<file path="src/rtl/ein_rx_if.sv">
// FIFO write port of the EIN receiver: byte, write strobe and the full flag back.
interface ein_rx_if;
  logic [7:0] fifo_dout;
  logic       fifo_WE;
  logic       fifo_full;

  modport master (output fifo_dout, output fifo_WE, input fifo_full);
  modport slave  (input fifo_dout, input fifo_WE, output fifo_full);
endinterface

</file>
<file path="src/rtl/ein_rx.sv">
// EIN serial link receiver: synchronizes EMO/ECI/EDI, assembles LSB-first bytes
// and writes them to the downstream FIFO, reporting frame status.
module ein_rx #(
  parameter int unsigned CNT_W = 16
) (
  input  logic             clk,
  input  logic             resetn,
  input  logic             EMO_IN,
  input  logic             ECI_IN,
  input  logic             EDI_IN,
  ein_rx_if.master         fifo,
  output logic             rx_active,
  output logic             frame_done,
  output logic [CNT_W-1:0] byte_count,
  output logic             partial_err,
  output logic             overflow
);

  typedef enum logic [1:0] {
    WAIT_IDLE = 2'd0,
    IDLE      = 2'd1,
    ACTIVE    = 2'd2
  } state_e;

  logic emo_s1_q, emo_s2_q;
  logic eci_s1_q, eci_s2_q, eci_s3_q;
  logic edi_s1_q, edi_s2_q;

  state_e           state_q, state_d;
  logic [1:0]       prime_q, prime_d;
  logic [2:0]       bit_ctr_q, bit_ctr_d;
  logic [7:0]       shift_q, shift_d;
  logic [CNT_W-1:0] byte_count_q, byte_count_d;
  logic             overflow_q, overflow_d;
  logic [7:0]       dout_q, dout_d;
  logic             we_q, we_d;
  logic             frame_done_q, frame_done_d;
  logic             partial_err_q, partial_err_d;

  logic eci_rise;
  assign eci_rise = eci_s2_q & ~eci_s3_q;

  // NOTE: all state, including the synchronizer chain and the shift register,
  // is reset, so the block comes out of reset in a fully defined condition.
  always_ff @(posedge clk) begin
    if (!resetn) begin
      emo_s1_q      <= 1'b0;
      emo_s2_q      <= 1'b0;
      eci_s1_q      <= 1'b0;
      eci_s2_q      <= 1'b0;
      eci_s3_q      <= 1'b0;
      edi_s1_q      <= 1'b0;
      edi_s2_q      <= 1'b0;
      state_q       <= WAIT_IDLE;
      prime_q       <= 2'd0;
      bit_ctr_q     <= 3'd0;
      shift_q       <= 8'h00;
      byte_count_q  <= '0;
      overflow_q    <= 1'b0;
      dout_q        <= 8'h00;
      we_q          <= 1'b0;
      frame_done_q  <= 1'b0;
      partial_err_q <= 1'b0;
    end else begin
      // NOTE: non-blocking assignments so every flop samples pre-edge values,
      // which is what makes the s1->s2->s3 chain a real pipeline.
      emo_s1_q      <= EMO_IN;
      emo_s2_q      <= emo_s1_q;
      eci_s1_q      <= ECI_IN;
      eci_s2_q      <= eci_s1_q;
      eci_s3_q      <= eci_s2_q;
      edi_s1_q      <= EDI_IN;
      edi_s2_q      <= edi_s1_q;
      state_q       <= state_d;
      prime_q       <= prime_d;
      bit_ctr_q     <= bit_ctr_d;
      shift_q       <= shift_d;
      byte_count_q  <= byte_count_d;
      overflow_q    <= overflow_d;
      dout_q        <= dout_d;
      we_q          <= we_d;
      frame_done_q  <= frame_done_d;
      partial_err_q <= partial_err_d;
    end
  end

  always_comb begin
    // NOTE: every output of this block gets a default first, so no path can
    // leave a variable unassigned and infer a latch.
    state_d       = state_q;
    prime_d       = prime_q;
    bit_ctr_d     = bit_ctr_q;
    shift_d       = shift_q;
    byte_count_d  = byte_count_q;
    overflow_d    = overflow_q;
    dout_d        = dout_q;
    we_d          = 1'b0;
    frame_done_d  = 1'b0;
    partial_err_d = 1'b0;

    // The synchronizers reset to 0, so emo_s2 only reflects the pin once the
    // chain has refilled; until then a frame still in progress looks idle.
    if (prime_q != 2'd2) prime_d = prime_q + 2'd1;

    unique case (state_q)
      WAIT_IDLE: begin
        if (prime_q == 2'd2 && !emo_s2_q) state_d = IDLE;
      end
      IDLE: begin
        if (emo_s2_q) begin
          state_d      = ACTIVE;
          bit_ctr_d    = 3'd0;
          shift_d      = 8'h00;
          byte_count_d = '0;
          overflow_d   = 1'b0;
        end
      end
      ACTIVE: begin
        if (!emo_s2_q) begin
          // Frame end takes priority over a coincident ECI edge.
          state_d       = IDLE;
          frame_done_d  = 1'b1;
          partial_err_d = (bit_ctr_q != 3'd0);
        end else if (eci_rise) begin
          shift_d[bit_ctr_q] = edi_s2_q;
          bit_ctr_d          = bit_ctr_q + 3'd1;
          if (bit_ctr_q == 3'd7) begin
            if (!fifo.fifo_full) begin
              dout_d = {edi_s2_q, shift_q[6:0]};
              we_d   = 1'b1;
              if (byte_count_q != {CNT_W{1'b1}}) byte_count_d = byte_count_q + CNT_W'(1);
            end else begin
              overflow_d = 1'b1;
            end
          end
        end
      end
      default: state_d = WAIT_IDLE;
    endcase
  end

  assign fifo.fifo_dout = dout_q;
  assign fifo.fifo_WE   = we_q;
  assign rx_active      = (state_q == ACTIVE);
  assign frame_done     = frame_done_q;
  assign partial_err    = partial_err_q;
  assign byte_count     = byte_count_q;
  assign overflow       = overflow_q;

endmodule

</file>
<file path="src/flat_wrapper.sv">
// flat-port wrapper written by rule: the top's interface ports become plain ports
module ein_rx_flat 
#(
  parameter int unsigned CNT_W = 16
)
  (clk, resetn, EMO_IN, ECI_IN, EDI_IN, rx_active, frame_done, byte_count, partial_err, overflow, fifo_fifo_dout, fifo_fifo_WE, fifo_fifo_full);
  ein_rx_if fifo_i ();
  input  logic clk;
  input  logic resetn;
  input  logic EMO_IN;
  input  logic ECI_IN;
  input  logic EDI_IN;
  output logic rx_active;
  output logic frame_done;
  output logic [CNT_W-1:0] byte_count;
  output logic partial_err;
  output logic overflow;
  output wire logic [$bits(fifo_i.fifo_dout)-1:0] fifo_fifo_dout;
  output wire logic [$bits(fifo_i.fifo_WE)-1:0] fifo_fifo_WE;
  input wire logic [$bits(fifo_i.fifo_full)-1:0] fifo_fifo_full;
  assign fifo_fifo_dout = fifo_i.fifo_dout;
  assign fifo_fifo_WE = fifo_i.fifo_WE;
  assign fifo_i.fifo_full = fifo_fifo_full;
  ein_rx #(.CNT_W(CNT_W)) u_core (.clk(clk), .resetn(resetn), .EMO_IN(EMO_IN), .ECI_IN(ECI_IN), .EDI_IN(EDI_IN), .fifo(fifo_i), .rx_active(rx_active), .frame_done(frame_done), .byte_count(byte_count), .partial_err(partial_err), .overflow(overflow));
endmodule
</file>
<file path="config.mk">
export PLATFORM = sky130hd
export DESIGN_NAME = ein_rx_flat
export DESIGN_NICKNAME = d
export VERILOG_FILES = /design/src/rtl/ein_rx_if.sv /design/src/rtl/ein_rx.sv /design/src/flat_wrapper.sv
export SDC_FILE = /design/constraint.sdc
export NUM_CORES = 1
export LEC_CHECK = 0
export ABC_AREA = 0
export CORE_MARGIN = 1.5
export CORE_UTILIZATION = 47
export DETAILED_ROUTE_END_ITERATION = 16
export PLACE_DENSITY = 0.84
export SLEW_MARGIN = 0
export SYNTH_ARGS = -nofsm -noshare
export SYNTH_HDL_FRONTEND = slang
export SYNTH_SLANG_ARGS = --single-unit
export TNS_END_PERCENT = 30
</file>
<file path="constraint.sdc">
create_clock -name clk -period 2 [get_ports clk]
set_input_delay 0.5 -clock clk [delete_from_list [all_inputs] [get_ports clk]]
set_output_delay 0.5 -clock clk [all_outputs]
set_load 0.1 [all_outputs]
</file>
# Yosys cells after proc, flatten, opt, wreduce, memory -nomap -nowiden
# Cells that the tools add are included.
[word_totals]
ff_bits = 50
output_inout_bits = 29
wordCells = 86
[classes]
n_addsub = 3
order_cmp = 2
eq_ne = 15
mux = 30
bitwise = 5
n_reduce_logical = 14
[op_table]
columns = ["cell", "n"]
rows = [
  ["$mux 16", 6],
  ["$pmux 16 s2", 1],
  ["$mux 8", 3],
  ["$add 16x1->16 const B", 1],
  ["$ne 16x16->1 const B", 1],
  ["$pmux 8 s2", 1],
  ["$ne 2x1->1 const B", 7],
  ["$reduce_and 5->1", 2],
  ["$mux 3", 3],
  ["$bwmux 8", 1],
  ["$mux 1", 8],
  ["$reduce_and 7->1", 1],
  ["$mux 2", 3],
  ["$ne 2x2->1 const B", 3],
  ["$pmux 2 s3", 1],
  ["$pmux 3 s2", 1],
  ["$reduce_and 6->1", 1],
  ["$eq 2x2->1 const B", 2],
  ["$lt 3x4->1 const B", 1],
  ["$not 1->1", 4],
  ["$reduce_and 4->1", 1],
  ["$add 3x1->3 const B", 1],
  ["$demux 1 s3", 1],
  ["$eq 3x3->1 const B", 1],
  ["other kinds (13)", 14],
]

# Longest topological paths before layout
# Gate-level depths: netlist of the first run.
[depth]
ltp_word = 8
ltp_mapped = 7

# Least setup slack after synthesis of the first run
# Ideal clock, no wire load.
[synth_path]
path_kind = "register -> register"
start = "reg u_core.byte_count_q[0] (netlist: u_core.byte_count[0])"
end = "reg u_core.byte_count_q[4] (netlist: u_core.byte_count[4])"
setup_time_ns = 0.174
arrival_time_ns = 2.461
required_time_ns = 1.826
setup_slack_ns = -0.636
path_stages_with_launch = 7
period_less_slack_ns = 2.636
path_cell_list = "dfxtp_1 ha_1 nand3_2 or4_4 buf_6 a31oi_1 a31oi_1"
[synth_via]
elab_chain_len = 7
word_cells_on_any_way = 10
classes_between = "1 x add/sub; 2 x eq/ne; 6 x mux; 1 x reduce/logical"
[synth_rtl]
columns = ["item", "line_no", "rtl"]
rows = [
  ["from (decl)", "ein_rx.sv:33", "logic [CNT_W-1:0] byte_count_q, byte_count_d;"],
  ["from (signal assigned)", "ein_rx.sv:78", "byte_count_q <= byte_count_d;"],
  ["$add 16x1->16", "ein_rx.sv:131", "if (byte_count_q != {CNT_W{1'b1}}) byte_count_d = byte_count_q + CNT_W'(1);"],
  ["$mux 16", "ein_rx.sv:131", ""],
  ["$mux 16", "ein_rx.sv:128", "if (!fifo.fifo_full) begin"],
  ["$mux 16", "ein_rx.sv:127", "if (bit_ctr_q == 3'd7) begin"],
  ["$mux 16", "ein_rx.sv:124", "end else if (eci_rise) begin"],
  ["$mux 16", "ein_rx.sv:119", "if (!emo_s2_q) begin"],
  ["$pmux 16 s2", "ein_rx.sv:105", "unique case (state_q)"],
]
# Several ways; a longest one is shown, not always the timed one. The select of a mux whose other input is x is not followed.
# A chain may end at the register's enable or synchronous reset.

# Final worst setup path of the first run
[layout_path]
start = "reg u_core.byte_count_q[0] (netlist: u_core.byte_count[0])"
end = "reg u_core.byte_count_q[2] (netlist: u_core.byte_count[2])"
# Same word-level chain as after synthesis.

==> summary.md, run 1 <==
| Metric | Value |
|---|---|
| Outcome | `completed` |
| Measured slew at the worst slew-check pin | `roughly 530 ps` |
| Post-Route Setup TNS | `0 ps` |
| Met2 GRT Util | `0.361` |
| Final std cell area, no fill | `around 3000 sq um` |
| Synth Flop Type | `dfxtp_1` |
| Largest driver fanout on the critical path | `12` |
| Type of origin of the critical path | `flip-flop` |
| Vias in the first global route | `1989` |
| Share of the core filled with cells in the final layout | `0.688` |
| Met1 routing resource usage after global routing | `0.247` |
| Post-Synth Simple-Gate Area | `0.261` |
| Via count | `a little over 2000` |
| Worst Skew | `between 4 and 5 ps` |
| Overall die area | `~5000 sq um` |
| Tightest slew margin relative to the limit | `0.645` |
| Site row count | `24` |
| Total instance count after detailed placement | `340` |
| Net Switching | `~0.43 mW` |
| Number of optimization iterations in the first detailed-route pass | `4` |
| Post-place instance area | `approximately 3000 sq um` |
| R2R depth | `5` |
| Pre-CTS setup slack | `-38.8 ps` |
| Clk Latency, worst-skew pair | `roughly 300 ps` |
| DRC viols | `0` |
| Number of antenna violations at the first check in global routing | `0` |
| Final routed wirelength across all metal layers | `about 5.0 mm` |
| Post-synthesis sequential area ratio | `0.452` |
| Number of library cell types mapped by synthesis | `roughly 40` |
| Core region area | `approximately 4400 sq um` |
| Synthesized flop and latch total | `49` |
| Post-synthesis async set-or-reset flop share | `0` |
| Max Cap Viol | `0` |
| Layout Area Growth over Synthesis | `39.9%` |
| Multiplexer fraction of the synthesized cell area | `0.0461` |
| Vertical die dimension | `between 70 and 80 um` |
| Number of top-level pins | `35` |
| Number of hold violations in the final report | `0` |
| Synth Area in Compound Gates | `0.164` |
| Cells taking the most area after synthesis | `dfxtp_1, a31oi_1, mux2i_1, nor2_1, a21oi_1` |
| Die Span X | `slightly above 70 um` |
| Most used standard cells in the synthesized netlist | `dfxtp_1, a31oi_1, nor2_1, a21oi_1, nand2_1` |
| Fraction of the cycle the final worst path needs | `0.933` |
| Logic gate share of total power | `0.094` |
| Via density | `around 5.9` |
| Global-route wire length before repair | `8.59 mm` |
| Sequential cell fraction of total power | `0.573` |
| Peak supply drop | `0.000574 V` |
| Max Transition Viols Final | `0` |
| Hold-fix buffers at CTS | `0` |
| Clock buffer count from CTS | `5` |
| Maximum count of clock buffers along a single path | `2` |
| Non-filler instance count after layout | `roughly 350` |
| Final period demand of the worst path | `1870 ps` |
| Most used standard cell by instance count after synthesis | `dfxtp_1` |
| Hold Path Class | `flip-flop to flip-flop` |
| Upper clock frequency limit | `roughly 540 MHz` |
| XOR/XNOR share of the synthesized area | `0.00807` |
| Count of instances resized after the clock tree is built | `0` |
| Diode insertion count for antenna repair | `0` |
| Largest family of logic cells by synthesized area | `simple AND/OR/NAND/NOR gates` |
| Count of buffers from port buffering | `34` |
| Clock tree from TritonCTS | `done` |
| Share of layout cells above drive strength 1 | `0.274` |
| Worst hold path depth | `1` |
| Cell type with the highest aggregate area in the netlist | `dfxtp_1` |
| Reg clk slew, reported paths | `about 90 ps` |
| Final routed wire length divided by cell count | `~14 um` |
| Post-synth EDFFs | `0` |
| Area of the mapped netlist | `approximately 2200 sq um` |
| Arrival time at the worst endpoint | `2050 ps` |
| Total of endpoints with negative setup slack in the final report | `0` |
| Type of the setup path with the least slack | `flip-flop to flip-flop` |
| Final net count | `~300` |
| Unrepaired setup endpoints after global routing | `no` |
| Total power draw | `1.79 mW` |
| Power density relative to cell area | `between 500 and 600 nW/um^2` |
| Warning count from the yosys run | `0` |
| CTS sink cnt | `49` |
| Global Route met3 Usage | `0.0385` |
| Cell internal power dissipation | `between 1 and 1.5 mW` |
| Buffer type at the clock tree root | `clkbuf_8` |
| Post-Synth Adder-Cell Area | `0.0288` |
| Maximum number of pins on one net before global-route repair | `22` |
| Worst setup EP type | `flip-flop` |
| DP HPWL | `3.59 mm` |
| Per-instance average area after synthesis | `approximately 9 sq um` |
| Critical path required time | `~2200 ps` |
| Worst slack on hold paths | `between 400 and 500 ps` |
| LEAKAGE | `1.17 nW` |
| Final Wtd Congestion | `0.832` |
| Clock power frac | `0.333` |
| Starting density of the core | `0.492` |
| Antenna-violating nets left | `0` |
| Area share of the largest cell type after synthesis | `0.452` |
| Syn_nets | `between 200 and 300` |
| Post-synthesis instance total | `between 200 and 250` |
| Setup slack after layout | `roughly 130 ps` |
| Total congestion overflow | `0` |
| Switching power share of the total | `0.242` |
| Violation count after the first detailed-route iteration | `roughly 120` |
| Busiest layer in global routing | `met2` |
| Global Route Usage Sum | `0.208` |
| Number of setup buffers added after CTS | `0` |
| Htree depth | `2` |
[worst paths after layout]
path	start	to	slack, ps
setup reg to reg	u_core.byte_count[0]	u_core.byte_count[2]	130
hold reg to reg	u_core.emo_s1_q	u_core.emo_s2_q	440
hold / removal	u_core.emo_s1_q	u_core.emo_s2_q	440
setup / recovery	u_core.byte_count[0]	u_core.byte_count[2]	130
[per-layer routing]
layer | vias up | wire length [um]
met2 | 70 | 2550
met4 | 0 | 87
met3 | 9 | 228
met1 | 986 | 2120
met5 | - | 0
li1 | 998 | -
[placed cells by master, fill, tap and decap left out, types with 6 or more instances in the layout]
cell type | netlist | routed
clkbuf_8 | 0 | 6
buf_12 | 0 | 25
nor2_1 | 23 | 23
inv_1 | 7 | 7
nand4_1 | 7 | 7
mux2i_1 | 10 | 10
dfxtp_4 | 0 | 7
dfxtp_1 | 49 | 33
and2_1 | 7 | 7
o21ai_0 | 12 | 12
buf_4 | 0 | 22
dfxtp_2 | 0 | 9
nand2_1 | 15 | 15
nand2b_1 | 7 | 7
nor3_1 | 6 | 6
a21oi_1 | 17 | 17
nand3_1 | 7 | 7
a31oi_1 | 24 | 24
nor2b_1 | 6 | 6
[power groups by stage]
stage	Combinational, mW	Clock [mW]	Sequential, mW
final	0.168	0.597	1.02
after global placement	0.155	0	1.04
after global routing	0.188	0.642	1.03
after floorplan	0.110	0	1.04
after CTS	0.169	0.608	1.02
after detailed placement	0.167	0	1.05
[sequential cells by signal, indices dropped and copies added, names as in the netlist, 2 cells and up]
| signal | count |
|---|---|
| u_core.prime_q | 2 |
| u_core.state_q | 2 |
| u_core.shift_q | 7 |
| u_core.byte_count | 16 |
| u_core.bit_ctr_q | 3 |
| u_core.fifo.fifo_dout | 8 |
[kinds of logic after synthesis]
kind of cell,Yosys count
muxes,10
xor gates and xnor gates,2
DFF,49
and+or+nand+nor,101
AOI/OAI and AO/OA,61
buffers and inverters,20
adders and majority gates,5
[cell type report]
cell class / instances / area [sq um]
clock buffers: 7 / 86.3
clock inverters: 1 / 6.26
flip-flops and latches: 49 / 1020
inverters: 8 / 30.0
multi-input cells: 179 / 1120
fillers: 329 / 1380
repair buffers: 52 / 716
well taps: 52 / 65.1
[critical path: stages (launching register included)]
cell and delay [ps]:
dfxtp_4 410, ha_4 160, nand3_2 180, or4_4 680, nand2_1 180, o221ai_1 140
Power figures use the tool's default switching activity.
==> inputs of run 2 (changes only) <==
--- a/config.mk
+++ b/config.mk
@@ -9,6 +9,7 @@
 export CORE_MARGIN = 1.5
 export CORE_UTILIZATION = 47
 export DETAILED_ROUTE_END_ITERATION = 16
+export GPL_TIMING_DRIVEN = 0
 export PLACE_DENSITY = 0.84
 export SLEW_MARGIN = 0
 export SYNTH_ARGS = -nofsm -noshare
==> summary.md, run 2 (same netlist as run 1, synthesis figures left out) <==
| Metric | Value |
|---|---|
| Flip-flop count of the largest register, all copies and words added | `16` |
| Max Transition Viols Final | `0` |
| Antenna-violating nets left | `0` |
| Commonest cells after routing, fill and taps aside | `dfxtp_1, a31oi_1, nor2_1` |
| Worst Path Buf+Inv | `1` |
| Via count | `2025` |
| Count of buffers from port buffering | `34` |
| CTS sink cnt | `slightly below 50` |
| Final Wtd Congestion | `approximately 0.82` |
| Overall die area | `a little over 5000 sq um` |
| Setup slack after layout | `slightly above 40 ps` |
| Final routed wirelength across all metal layers | `a little under 5 mm` |
| Startpoint of the lowest-slack register-to-register path | `u_core.bit_ctr_q[0]` |
| Diode insertion count for antenna repair | `0` |
| Outcome | `completed` |
| LEAKAGE | `between 1 and 1.5 nW` |
| Violation count after the first detailed-route iteration | `roughly 170` |
| Measured slew at the worst slew-check pin | `950 ps` |
| Net Switching | `around 0.44 mW` |
| Clock power frac | `0.326` |
| Layout Area Growth over Synthesis | `26.8%` |
| Post-place instance area | `~2600 sq um` |
| Worst Skew | `between 10 and 15 ps` |
| Type of the setup path with the least slack | `flip-flop to output pin` |
| Share of the core filled with cells in the final layout | `0.624` |
| Logic gate share of total power | `0.088` |
| Unrepaired setup endpoints after global routing | `yes` |
| Cell at the slowest stage of the critical path | `dlygate4sd2_1` |
| Global Route Usage Sum | `0.207` |
| Maximum count of clock buffers along a single path | `2` |
| Largest driver fanout on the critical path | `1` |
| Peak supply drop | `roughly 0.00044 V` |
| Number of hold violations in the final report | `0` |
| Worst slack on hold paths | `between 400 and 500 ps` |
| Site row count | `24` |
| Delay of the slowest cell on the worst path | `840 ps` |
| Cell internal power dissipation | `around 1.3 mW` |
| Most common cell after layout, fill and taps aside | `dfxtp_1` |
| Final std cell area, no fill | `2750 sq um` |
| Core region area | `between 4000 and 5000 sq um` |
| Clk Latency, worst-skew pair | `roughly 310 ps` |
| Upper clock frequency limit | `a little over 500 MHz` |
| Total of endpoints with negative setup slack in the final report | `0` |
| Number of top-level pins | `35` |
| Reg clk slew, reported paths | `around 90 ps` |
| DRC viols | `0` |
| Post-Route Setup TNS | `0 ps` |
| CP cell instances | `dlygate4sd2_1` |
| Total congestion overflow | `0` |
| CP Launch Point | `u_core.fifo.fifo_WE` |
| Sequential cell fraction of total power | `0.585` |
| Worst setup EP type | `output pin` |
| Vias in the first global route | `1924` |
| Htree depth | `2` |
| Arrival time at the worst endpoint | `approximately 1500 ps` |
| Final net count | `~300` |
| Number of antenna violations at the first check in global routing | `0` |
| Starting density of the core | `0.492` |
| Clock tree from TritonCTS | `done` |
| Final routed wire length divided by cell count | `14.2 um` |
| Max Cap Viol | `0` |
| Type of origin of the critical path | `flip-flop` |
| Share of layout cells above drive strength 1 | `0.237` |
| Hold Path Class | `flip-flop to flip-flop` |
| Number of optimization iterations in the first detailed-route pass | `4` |
| Power density relative to cell area | `roughly 630 nW/um^2` |
| Buffer type at the clock tree root | `clkbuf_8` |
| Via density | `just under 6` |
| DP HPWL | `about 3.4 mm` |
| Hold path start | `u_core.edi_s1_q` |
| Die Span X | `71.0 um` |
| Pre-CTS setup slack | `-478 ps` |
| Maximum number of pins on one net before global-route repair | `16` |
| Global-route wire length before repair | `approximately 8.4 mm` |
| Critical path required time | `about 1500 ps` |
| FF-to-FF setup slack | `roughly 80 ps` |
| Clock buffer count from CTS | `5` |
| Tightest slew margin relative to the limit | `0.369` |
| Final period demand of the worst path | `approximately 2000 ps` |
| Vertical die dimension | `71.0 um` |
| Fraction of the cycle the final worst path needs | `0.979` |
| Switching power share of the total | `0.251` |
| Largest delay share family, worst path | `buffers and inverters` |
## run 2: cell type report
class / instances / area, sq um
Multi-Input combinational cell: 179 / 1140
Fill cell: 376 / 1660
Inverter: 8 / 30.0
Clock buffer: 5 / 68.8
Sequential cell: 49 / 1020
Clock inverter: 3 / 17.5
Buffer: 12 / 68.8
Tap cell: 52 / 65.1
Timing Repair Buffer: 35 / 342
## run 2: stage by stage
stage / total power, mW / cells
floorplan: 1.15 / 248
global placement: 1.19 / 334
detailed placement: 1.19 / 334
CTS: 1.76 / 342
global route: 1.83 / 343
finish: 1.74 / 343
## run 2: routing by layer
metal | track usage | up-vias | routed length (um)
li1 | - | 983 | -
met3 | 0.0470 | 8 | 294
met5 | 0 | - | 0
met1 | 0.250 | 952 | 2070
met4 | 0.0797 | 0 | 65
met2 | 0.359 | 82 | 2450
## run 2: power by group through the flow
stage | clock, mW | sequential, mW | combinational, mW
after CTS | 0.590 | 1.02 | 0.151
after global placement | 0 | 1.04 | 0.145
after floorplan | 0 | 1.04 | 0.110
after global routing | 0.621 | 1.03 | 0.184
after detailed placement | 0 | 1.04 | 0.150
final | 0.569 | 1.02 | 0.154
## run 2: worst paths after layout
path	cells past startpoint	endpoint
hold reg to reg	1	u_core.edi_s2_q
hold / removal	1	u_core.edi_s2_q
setup / recovery	1	fifo_fifo_WE
setup reg to reg	7	u_core.byte_count[15]
## run 2: repair_timing
action	CTS	global route
gates resized for setup	77	22
hold buffers	0	0
pin swaps	0	2
setup buffers	0	1
endpoints found under the setup margin	44	29
==> inputs of run 3 (changes only) <==
--- a/config.mk
+++ b/config.mk
@@ -11,6 +11,7 @@
 export DETAILED_ROUTE_END_ITERATION = 16
 export GPL_TIMING_DRIVEN = 0
 export PLACE_DENSITY = 0.84
+export SKIP_LAST_GASP = 1
 export SLEW_MARGIN = 0
 export SYNTH_ARGS = -nofsm -noshare
 export SYNTH_HDL_FRONTEND = slang
==> summary.md, run 3 (same netlist as run 1, synthesis figures left out) <==
| Metric | Value |
|---|---|
| Critical path required time | `~1500 ps` |
| Hold-fix buffers at CTS | `0` |
| Setup slack after layout | `-243 ps` |
| Die Span X | `just over 70 um` |
| Unrepaired setup endpoints after global routing | `yes` |
| Flip-flop count of the largest register, all copies and words added | `16` |
| Buffer type at the clock tree root | `clkbuf_8` |
| Max Cap Viol | `0` |
| Cell at the slowest stage of the critical path | `clkdlybuf4s50_1` |
| Htree depth | `2` |
| Post-place instance area | `around 2600 sq um` |
| Core region area | `between 4000 and 5000 sq um` |
| Total of endpoints with negative setup slack in the final report | `9` |
| Startpoint of the lowest-slack register-to-register path | `u_core.bit_ctr_q[0]` |
| Global-route wire length before repair | `8.40 mm` |
| Max Transition Viols Final | `0` |
| Hold path start | `u_core.edi_s1_q` |
| Worst setup EP type | `output pin` |
| Type of origin of the critical path | `flip-flop` |
| Delay of the slowest cell on the worst path | `1120 ps` |
| Commonest cells after routing, fill and taps aside | `dfxtp_1, a31oi_1, nor2_1` |
| Power density relative to cell area | `between 600 and 700 nW/um^2` |
| Type of the setup path with the least slack | `flip-flop to output pin` |
| Worst Path Buf+Inv | `1` |
| Number of top-level pins | `35` |
| Via count | `about 2000` |
| Final period demand of the worst path | `about 2200 ps` |
| Most common cell after layout, fill and taps aside | `dfxtp_1` |
| Antenna-violating nets left | `0` |
| Share of layout cells above drive strength 1 | `0.196` |
| CP cell instances | `clkdlybuf4s50_1` |
| Vertical die dimension | `just over 70 um` |
| Final net count | `around 300` |
| Peak supply drop | `about 0.00045 V` |
| Footprint of the flip-flops and latches | `~1000 sq um` |
| Vias in the first global route | `1918` |
| Violation count after the first detailed-route iteration | `roughly 190` |
| Arrival time at the worst endpoint | `about 1700 ps` |
| Via density | `a little under 6` |
| Number of optimization iterations in the first detailed-route pass | `4` |
| Final routed wire length divided by cell count | `14.4 um` |
| Clock tree from TritonCTS | `done` |
| Largest delay share family, worst path | `buffers and inverters` |
| Number of antenna violations at the first check in global routing | `0` |
| Overall die area | `a little over 5000 sq um` |
| Outcome | `finished with violations` |
| Tightest slew margin relative to the limit | `0.352` |
| Fraction of the cycle the final worst path needs | `1.12` |
| Diode insertion count for antenna repair | `0` |
| LEAKAGE | `approximately 1.1 nW` |
| Reg clk slew, reported paths | `about 90 ps` |
| Upper clock frequency limit | `446 MHz` |
| Layout Area Growth over Synthesis | `27.4%` |
| Clock buffer count from CTS | `5` |
| DRC viols | `0` |
| Clk Latency, worst-skew pair | `slightly above 300 ps` |
| Largest driver fanout on the critical path | `1` |
| Fillers | `approximately 380` |
| Final std cell area, no fill | `between 2000 and 3000 sq um` |
| Final routed wirelength across all metal layers | `4.94 mm` |
| CTS sink cnt | `between 40 and 50` |
| Maximum number of pins on one net before global-route repair | `16` |
| Violated checks | `negative setup slack` |
| Final Wtd Congestion | `slightly above 0.8` |
| Starting density of the core | `0.492` |
| Maximum count of clock buffers along a single path | `2` |
| Number of hold violations in the final report | `0` |
| Site row count | `24` |
| Worst Skew | `between 10 and 15 ps` |
| Count of buffers from port buffering | `34` |
| Hold Path Class | `flip-flop to flip-flop` |
| Share of the core filled with cells in the final layout | `0.626` |
| CP Launch Point | `u_core.fifo.fifo_WE` |
| DP HPWL | `between 3 and 4 mm` |
| Post-Route Setup TNS | `-914 ps` |
| Total congestion overflow | `0` |
| Global Route Usage Sum | `0.207` |
| Measured slew at the worst slew-check pin | `approximately 970 ps` |
| Multi-input combinational cell area | `approximately 1100 sq um` |
[run 3: cell types whose count changed in the layout (fill, tap and decap cells not counted)]
cell | previous run | this run
buf_2 | 0 | 1
clkdlybuf4s15_2 | 18 | 13
dfxtp_2 | 10 | 9
dfxtp_1 | 31 | 32
buf_6 | 3 | 2
dlymetal6s2s_1 | 1 | 3
clkdlybuf4s15_1 | 2 | 0
clkbuf_1 | 7 | 6
clkbuf_4 | 1 | 0
clkdlybuf4s50_1 | 4 | 6
dlygate4sd2_1 | 2 | 12
clkbuf_2 | 7 | 2
[run 3: per-stage QoR]
stage	total power, mW	instances	hold WS [ps]	setup WS (ps)
2_1_floorplan	1.15	248	412	18.7
3_3_place_gp	1.19	334	415	-477
3_5_place_dp	1.19	334	428	-478
4_1_cts	1.76	342	448	-275
5_1_grt	1.83	343	462	-279
6_report	1.74	343	441	-243
[run 3: power by group]
group	switching [mW]	internal, mW	leakage [nW]
combinational	0.0861	0.0676	0.666
sequential	0.0237	0.997	0.408
clock	0.327	0.242	0.0439
[run 3: cell type report]
class,instances,area share
Buffer,12,0.0244
Clock buffer,5,0.0249
Clock inverter,3,0.00633
Inverter,8,0.0109
Multi-Input combinational cell,179,0.411
Sequential cell,49,0.370
Tap cell,52,0.0235
Timing Repair Buffer,35,0.129
[run 3: path summary, 6_finish.rpt]
kind / endpoint / slack, ps / cells after the start
hold / removal: u_core.edi_s2_q / 440 / 1
setup / recovery: fifo_fifo_WE / -240 / 1
setup reg to reg: u_core.byte_count[15] / 70 / 7
hold reg to reg: u_core.edi_s2_q / 440 / 1
[run 3: timing repair]
| item | in CTS | in global routing |
|---|---|---|
| gates resized for setup | 52 | 15 |
| setup endpoints to repair | 44 | 42 |
| pin swaps | 0 | 1 |
| setup buffers | 0 | 1 |
[run 3: per-layer routing]
layer	up-vias	part of all wire	global-route usage
met5	-	0	0
met2	64	0.51	0.358
met1	953	0.43	0.250
met4	0	0.013	0.0797
li1	981	-	-
met3	9	0.053	0.0470
